### src/rtl/mips_decode_stage.sv
// MIPS instruction-decode stage: field split, sign extension, GPR operand read,
// jump/branch next-PC resolution; all outputs registered. Optional macro ZERO_REG_EN.
module mips_decode_stage #(
  parameter int             DW       = 32,
  parameter logic [DW-1:0]  RESET_PC = '0
) (
  input  logic          clk,
  input  logic          reset,
  input  logic [31:0]   ir,
  input  logic [DW-1:0] pc_in,
  input  logic [DW-1:0] r0,  r1,  r2,  r3,  r4,  r5,  r6,  r7,
  input  logic [DW-1:0] r8,  r9,  r10, r11, r12, r13, r14, r15,
  input  logic [DW-1:0] r16, r17, r18, r19, r20, r21, r22, r23,
  input  logic [DW-1:0] r24, r25, r26, r27, r28, r29, r30, r31,
  input  logic [DW-1:0] r32,
  output logic [DW-1:0] npc,
  output logic          pc_s,
  output logic [DW-1:0] sign_e,
  output logic [DW-1:0] a,
  output logic [DW-1:0] b,
  output logic [5:0]    opcode,
  output logic [4:0]    src,
  output logic [4:0]    target,
  output logic [4:0]    dest
);

  localparam logic [5:0] OP_J   = 6'b000010;
  localparam logic [5:0] OP_BEQ = 6'b000100;
  localparam logic [5:0] OP_BNE = 6'b000101;

  logic [DW-1:0] gpr [32];
  logic [DW-1:0] a_nxt, b_nxt, sign_nxt, seq, npc_nxt;
  logic          pc_s_nxt;
  logic          unused_inputs;

`ifdef ZERO_REG_EN
  assign gpr[0]        = '0;
  assign unused_inputs = ^{r0, r32};
`else
  assign gpr[0]        = r0;
  assign unused_inputs = ^r32;
`endif
  assign gpr[1]  = r1;  assign gpr[2]  = r2;  assign gpr[3]  = r3;
  assign gpr[4]  = r4;  assign gpr[5]  = r5;  assign gpr[6]  = r6;
  assign gpr[7]  = r7;  assign gpr[8]  = r8;  assign gpr[9]  = r9;
  assign gpr[10] = r10; assign gpr[11] = r11; assign gpr[12] = r12;
  assign gpr[13] = r13; assign gpr[14] = r14; assign gpr[15] = r15;
  assign gpr[16] = r16; assign gpr[17] = r17; assign gpr[18] = r18;
  assign gpr[19] = r19; assign gpr[20] = r20; assign gpr[21] = r21;
  assign gpr[22] = r22; assign gpr[23] = r23; assign gpr[24] = r24;
  assign gpr[25] = r25; assign gpr[26] = r26; assign gpr[27] = r27;
  assign gpr[28] = r28; assign gpr[29] = r29; assign gpr[30] = r30;
  assign gpr[31] = r31;

  assign a_nxt    = gpr[ir[25:21]];
  assign b_nxt    = gpr[ir[20:16]];
  assign sign_nxt = {{(DW-16){ir[15]}}, ir[15:0]};
  assign seq      = pc_in + DW'(4);

  // Branch compare uses the freshly muxed operands, not the registered ones.
  always_comb begin
    pc_s_nxt = 1'b0;
    npc_nxt  = seq;
    case (ir[31:26])
      OP_J: begin
        pc_s_nxt = 1'b1;
        npc_nxt  = {seq[DW-1:DW-4], ir[25:0], 2'b00};
      end
      OP_BEQ: begin
        if (a_nxt == b_nxt) begin
          pc_s_nxt = 1'b1;
          npc_nxt  = seq + (sign_nxt << 2);
        end
      end
      OP_BNE: begin
        if (a_nxt != b_nxt) begin
          pc_s_nxt = 1'b1;
          npc_nxt  = seq + (sign_nxt << 2);
        end
      end
      default: ;
    endcase
  end

  always_ff @(posedge clk or negedge reset) begin
    if (!reset) begin
      npc    <= RESET_PC;
      pc_s   <= 1'b0;
      sign_e <= '0;
      a      <= '0;
      b      <= '0;
      opcode <= '0;
      src    <= '0;
      target <= '0;
      dest   <= '0;
    end else begin
      npc    <= npc_nxt;
      pc_s   <= pc_s_nxt;
      sign_e <= sign_nxt;
      a      <= a_nxt;
      b      <= b_nxt;
      opcode <= ir[31:26];
      src    <= ir[25:21];
      target <= ir[20:16];
      dest   <= ir[15:11];
    end
  end

endmodule

### config.mk
export PLATFORM = sky130hd
export DESIGN_NAME = mips_decode_stage
export DESIGN_NICKNAME = d
export VERILOG_FILES = /design/src/rtl/mips_decode_stage.sv
export SDC_FILE = /design/constraint.sdc
export NUM_CORES = 1
export LEC_CHECK = 0
export ABC_CLOCK_PERIOD_IN_PS = 2000
export BUFFER_PORTS_ARGS = -buffer_cell sky130_fd_sc_hd__buf_2
export CORE_AREA = 2 2 493 495
export CTS_CLUSTER_DIAMETER = 100
export DETAILED_ROUTE_END_ITERATION = 10
export DIE_AREA = 0 0 495 497
export GPL_TIMING_DRIVEN = 0
export MAX_ROUTING_LAYER = met4
export SETUP_SLACK_MARGIN = 0.5
export SLEW_MARGIN = 0
export SYNTH_ARGS = -nofsm -noshare
export SYNTH_HDL_FRONTEND = slang
export SYNTH_SLANG_ARGS = --single-unit
### constraint.sdc
create_clock -name clk -period 2 [get_ports clk]
set_input_delay 0.6 -clock clk [delete_from_list [all_inputs] [get_ports clk]]
set_output_delay 0.6 -clock clk [all_outputs]
set_load 0.01 [all_outputs]
==> impl_metrics.tcl, run 1 <==
set metrics [dict create \
    yosysMostFrequentCell "mux4_2" \
    place_ws_ns -7.48 \
    synth_top_area_cell "mux4_2" \
    cts_buffer_depth 2 \
    initial_utilization_pct 9.55 \
    ant_nets 0 \
    grt_pass1_vias 31706 \
    fp.dieW_um 495 \
    hold_class "in -> async" \
    cp-endpoint "npc[6]$_DFF_PN0_" \
    power_density_nw_per_um2 437 \
    finalCritPeriodShare_pct 252 \
    synth_area_leaders "mux4_2, dfrtp_1, mux2_2" \
    critPathLaunchType "input port" \
    die_area_um2 246000 \
    post-route-min-period_ns 5.04 \
    ys_seq_elements 129 \
    io_pins 1272 \
    grt_overflow 0 \
    status "finished, violations left" \
    nNetsFinal 4962 \
    ys.flop_type "dfrtp_1" \
    critPathArrivalTime_ns 5.51 \
    wl_per_cell_um 42.8 \
    cts_buffers 17 \
    syn_to_final_growth_pct 83.9 \
    violations "setup timing" \
    yosysSeqAreaShare_pct 14.1 \
    dp_hpwl_mm 256 \
    postCtsHoldBufs 0 \
    cap_violations 0 \
    dpl_cell_area_um2 34200 \
    core_area_um2 240000 \
    postLayoutCoreUtil_pct 17.6 \
    drc 0 \
    via_per_inst 4.47 \
    drive_gt1_share_pct 68.1 \
    grt_pass1_wl_mm 370 \
    synth_area_um2 22900 \
    vdd_drop_max_v 0.000814 \
    cp-end-kind "register" \
    timing_hold_violations_final 0 \
    gp_congestion 1.03 \
    syn_nets 3459 \
    tritoncts "done" \
    synthArstFlopShare_pct 100 \
    wirelength_mm 307 \
    clock-sinks 129 \
    relSlewSlack_pct 27.4 \
    dr_total_vias 32027 \
    cp_data_required_time_ns 2.48 \
    drt_iter0_drc 3228 \
    yosysWarnings 0 \
    setup_ws_ns -3.04 \
    maxSlewViolCount 0 \
    syn_avg_cell_area_um2 9.97 \
    leakage_nw 16.9 \
    startpoint "ir[16]" \
    grt_max_degree 74 \
    die_h_um 497 \
    port-buffer-count 1239 \
    fmax_ghz 0.199 \
    cts-htree-levels 4 \
    tightestPinTransition_ns 1.09 \
    track_usage_pct 24.4 \
    yosys.cell_types.count 57 \
    stdcell_area_um2 42200 \
    antenna_found_initial 235 \
    rsz0062_at_grt "true" \
    synth_edf_count 0 \
    drt_pre_antenna_iters 5 \
    num_rows 180 \
    setup_violations 113 \
    synthTopCellsByCount "mux4_2, mux2_2, nor2b_1, a211oi_1, dfrtp_1" \
    path_clk_slew_ns 0.08 \
    worstPathMaxFanout 8 \
    critPathKind "in -> reg" \
    clock-root-buffer "clkbuf_16" \
    report.power.total_mw 18.4 \
    syn_inst 2300 \
    synth_top_area_share_pct 25.1 \
]
-- cell type report --
cell class | count | area (um^2)
fillers | 26868 | 198000
plain buffers | 259 | 3370
well taps | 3185 | 3990
diodes | 169 | 423
multi-input cells | 1902 | 20800
repair buffers | 1484 | 9710
inverters | 10 | 37.5
clock inverters | 13 | 153
flip-flops and latches | 129 | 3240
clock buffers | 19 | 443
-- worst min-delay path by stage --
stage                     startpoint              endpoint  slack (ns)  cells after the start
after floorplan                reset        a[0]$_DFF_PN0_        0.30                      0
after global placement         ir[3]   sign_e[3]$_DFF_PN0_        0.75                      1
after detailed placement       reset  sign_e[10]$_DFF_PN0_        0.67                      1
after CTS                      reset  sign_e[10]$_DFF_PN0_        0.04                      1
after global routing           reset  sign_e[10]$_DFF_PN0_        0.07                      1
final                          reset  sign_e[10]$_DFF_PN0_        0.07                      1
-- worst max-delay path, cell delays in order --
cell,delay [ns]
buf_8,0.09
buf_12,0.15
buf_16,0.18
buf_16,0.17
buf_16,0.18
buf_16,0.18
buf_16,0.17
mux4_2,0.64
a22oi_2,0.38
nand4_1,0.27
xnor2_2,0.34
nand4_1,0.41
nor4_4,0.39
buf_6,0.18
mux2i_4,0.27
buf_6,0.15
buf_12,0.11
buf_4,0.12
buf_4,0.15
a22oi_1,0.10
o21ai_2,0.11
-- metrics by stage --
step | cells | hold WS [ns] | setup TNS [ns]
floorplan | 2300 | 0.304 | -79.45
global placement | 6724 | 0.751 | -824.09
detailed placement | 6741 | 0.672 | -393.07
CTS | 6921 | 0.0351 | -123.10
global route | 7135 | 0.0745 | -128.75
finish | 7170 | 0.0708 | -127.35
-- layout by cell type, fill, tap and decap left out, drive strengths merged, types with 3 or more instances in the layout --
master and count:
buf 1620, mux2i 121, xor2 38, o21ai 114, diode 169, and3 14, o22ai 91, or3 4
or4 44, a211oi 134, nand4 27, nor2b 138, nor2 39, dfrtp 129, mux2 264, inv 14
a221o 7, nor3 107, a211o 4, o211ai 3, a21o 4, a22oi 91, nand2b 10, o31ai 4
ha 36, and4 3, o21a 7, clkbuf 142, mux4 256, nor4 6, nand3 60, and2 9
a22o 89, xnor2 47, clkinv 6, a21oi 68, nand2 42
-- cell families (layout without fill, tap and decap cells) --
family          count (synthesis)  after routing  synth area share, %
other cells                     0            169                    0
compound gates                630            630                 18.8
flops                         129            129                 14.1
fa+ha+maj                      37             37                 2.05
mux                           641            641                 43.4
simple gates                  509            509                 12.5
buf+inv                       269           1785                 5.95
xor+xnor                       85             85                 3.25
-- layer usage --
layer	wire, um	vias up	global-route usage [%]
met3	25400	750	6.02
met5	0	-	-
met1	109000	16085	25.4
met2	150000	2633	41.8
li1	-	12559	-
met4	23200	0	14.1
-- power by group --
part | leakage [nW] | switching (mW) | internal, mW | total [mW]
clock network | 0.293 | 2.04 | 1.90 | 3.94
registers | 1.52 | 0.218 | 2.89 | 3.11
logic | 15.1 | 6.35 | 5.00 | 11.4
-- state kept, by name (all words and copies together) (netlist names) --
| signal | count |
|---|---|
| a | 32 |
| b | 32 |
| npc | 32 |
| sign_e | 11 |
| opcode | 6 |
| dest | 5 |
| src | 5 |
| target | 5 |
| pc_s | 1 |
-- what timing repair did --
action,4_1_cts,5_1_grt
gates cloned,3,4
endpoints found under the setup margin,247,247
gates resized for setup,750,346
pin swaps,89,76
buffers inserted,145,76
Power figures use the tool's default switching activity.
==> run 2: changes to the inputs <==
--- a/config.mk
+++ b/config.mk
@@ -7,12 +7,15 @@
 export LEC_CHECK = 0
 export ABC_CLOCK_PERIOD_IN_PS = 2000
 export BUFFER_PORTS_ARGS = -buffer_cell sky130_fd_sc_hd__buf_2
-export CORE_AREA = 2 2 493 495
+export CELL_PAD_IN_SITES_DETAIL_PLACEMENT = 1
+export CELL_PAD_IN_SITES_GLOBAL_PLACEMENT = 1
+export CORE_AREA = 2 2 502 504
 export CTS_CLUSTER_DIAMETER = 100
 export DETAILED_ROUTE_END_ITERATION = 10
-export DIE_AREA = 0 0 495 497
+export DIE_AREA = 0 0 504 506
 export GPL_TIMING_DRIVEN = 0
 export MAX_ROUTING_LAYER = met4
+export PLACE_DENSITY_LB_ADDON = 0.1
 export SETUP_SLACK_MARGIN = 0.5
 export SLEW_MARGIN = 0
 export SYNTH_ARGS = -nofsm -noshare
==> run 2 against run 1 <==
Effect of this change:
- the run still ends with setup timing left
- via count fell by 8.6%
- maximum frequency rose by 4.0%
- total power fell by 4.0%
- routed wire length fell by 4.8%
- sequential power fell by 3%
- clock power fell by 2%
- critical path type unchanged
- highest routed layer unchanged
==> impl_metrics.tcl, run 2 (synthesis gave the netlist of run 1 again) <==
set metrics [dict create \
    port-buffer-count 1239 \
    cap_violations 0 \
    dr_total_vias 29277 \
    syn_to_final_growth_pct 80.1 \
    clock-root-buffer "clkbuf_16" \
    via_per_inst 4.06 \
    rsz0062_at_grt "true" \
    gp_congestion 0.860 \
    drt_pre_antenna_iters 5 \
    die_area_um2 255000 \
    setup_violations 112 \
    wirelength_mm 292 \
    critPathKind "in -> reg" \
    critPathTopFamily "buffers and inverters" \
    violations "setup timing" \
    maxSlewViolCount 0 \
    postLayoutCoreUtil_pct 16.5 \
    report.power.total_mw 17.7 \
    drive_gt1_share_pct 68.7 \
    relSlewSlack_pct 27.3 \
    cp_data_required_time_ns 2.44 \
    critPathLaunchType "input port" \
    cpPeakStageDelay_ns 0.55 \
    tritoncts "done" \
    drt_iter0_drc 1769 \
    final_cell_mix "buf_2, mux4_2, mux2_2, nor2b_1" \
    slowest_stage "mux4_2" \
    critPathArrivalTime_ns 5.29 \
    initial_utilization_pct 9.17 \
    cts_buffers 17 \
    fill_cells 29238 \
    final_common_cell "buf_2" \
    worstPathMaxFanout 10 \
    setup_ws_ns -2.84 \
    grt_pass1_vias 31165 \
    power_density_nw_per_um2 428 \
    grt_overflow 0 \
    path_clk_slew_ns 0.09 \
    dp_hpwl_mm 246 \
    fp.dieW_um 504 \
    antenna_found_initial 253 \
    finalCritPeriodShare_pct 242 \
    io_pins 1272 \
    ant_nets 0 \
    reg_top3 "a: 32 flops, b: 32 flops, npc: 32 flops" \
    drc 0 \
    nNetsFinal 4881 \
    timing_hold_violations_final 0 \
    wl_per_cell_um 40.5 \
    die_h_um 506 \
    cts_buffer_depth 2 \
    tightestPinTransition_ns 1.09 \
    post-route-min-period_ns 4.84 \
    num_rows 184 \
    grt_pass1_wl_mm 363 \
    cts-htree-levels 4 \
    hold_class "in -> async" \
    clock-sinks 129 \
    cp_cell_sequence "buf_8, buf_12, buf_16, buf_16, buf_16, buf_16, buf_12, buf_8, buf_12, mux4_2, a22oi_2, nand4_1, xnor2_1, nand4_1, nor4_4, buf_6, mux2i_4, buf_12, buf_6, nor3_2, a221o_1" \
    fmax_ghz 0.206 \
    status "finished, violations left" \
    cp-end-kind "register" \
    leakage_nw 16.5 \
    track_usage_pct 22.8 \
    core_area_um2 250000 \
    vdd_drop_max_v 0.000712 \
    grt_max_degree 75 \
    worst-path-buf-inv 12 \
]
-- run 2: cell count changes in the layout (fill, tap and decap cells not counted), moves of 17 or more --
cell	change
a22o_4	+18
diode_2	-41
a22o_1	-22
buf_6	-108
buf_2	+25
a211oi_4	-17
a211oi_2	+17
-- run 2: repair_timing --
action	CTS	global route
resized for setup	795	331
endpoints found under the setup margin	246	247
pin swaps	97	101
gates cloned	6	2
hold buffers	6	0
hold endpoints to repair	9	0
setup buffers	96	51
-- run 2: per-layer routing --
metal  global-route usage, %  up-vias  share of wire, %
met4                    6.75        0               4.2
met1                    24.4    14984                38
met2                    41.6     1508                52
met3                    5.04      408               6.1
met5                       -        -                 0
li1                        -    12377                 -
-- run 2: through the flow --
stage          hold WS [ns]  area [um^2]  TNS [ns]  instances  setup slack [ns]
2_1_floorplan         0.304        23700    -79.45       2300             -2.16
3_3_place_gp          0.726        34100   -799.47       6887             -7.08
3_5_place_dp          0.648        34200   -353.58       6890             -6.51
4_1_cts              0.0654        39300   -110.61       7030             -2.98
5_1_grt              0.0769        41200   -117.70       7181             -3.02
6_report             0.0555        41300   -111.92       7211             -2.84
-- run 2: how the worst max path moves through the flow --
stage                         from           endpoint  slack, ns  cells after the start
after floorplan           pc_in[5]  npc[31]$_DFF_PN0_      -2.16                     19
after global placement      ir[23]  npc[22]$_DFF_PN0_      -7.08                     16
after detailed placement    ir[23]  npc[31]$_DFF_PN0_      -6.51                     16
after CTS                   ir[16]   npc[4]$_DFF_PN0_      -2.98                     18
after global routing        ir[21]  npc[22]$_DFF_PN0_      -3.02                     18
final                       ir[16]   npc[2]$_DFF_PN0_      -2.84                     21
-- run 2: final cells by class --
cell class                 count  area, um^2  area share [%]
multi-input combinational   1902       20900            50.7
timing repair buffer        1403        8690            21.1
tap                         3348        4190            10.1
buffer                       259        3290            7.97
sequential                   129        3240            7.84
clock buffer                  17         425            1.03
antenna                      128         320           0.776
clock inverter                15         168           0.406
inverter                      10        37.5          0.0909
-- run 2: power by group --
| part | total, mW | internal, mW | switching (mW) |
|---|---|---|---|
| Sequential | 3.03 | 2.89 | 0.147 |
| Combinational | 10.7 | 4.69 | 6.06 |
| Clock | 3.88 | 1.78 | 2.10 |
| Total | 17.7 | 9.36 | 8.31 |
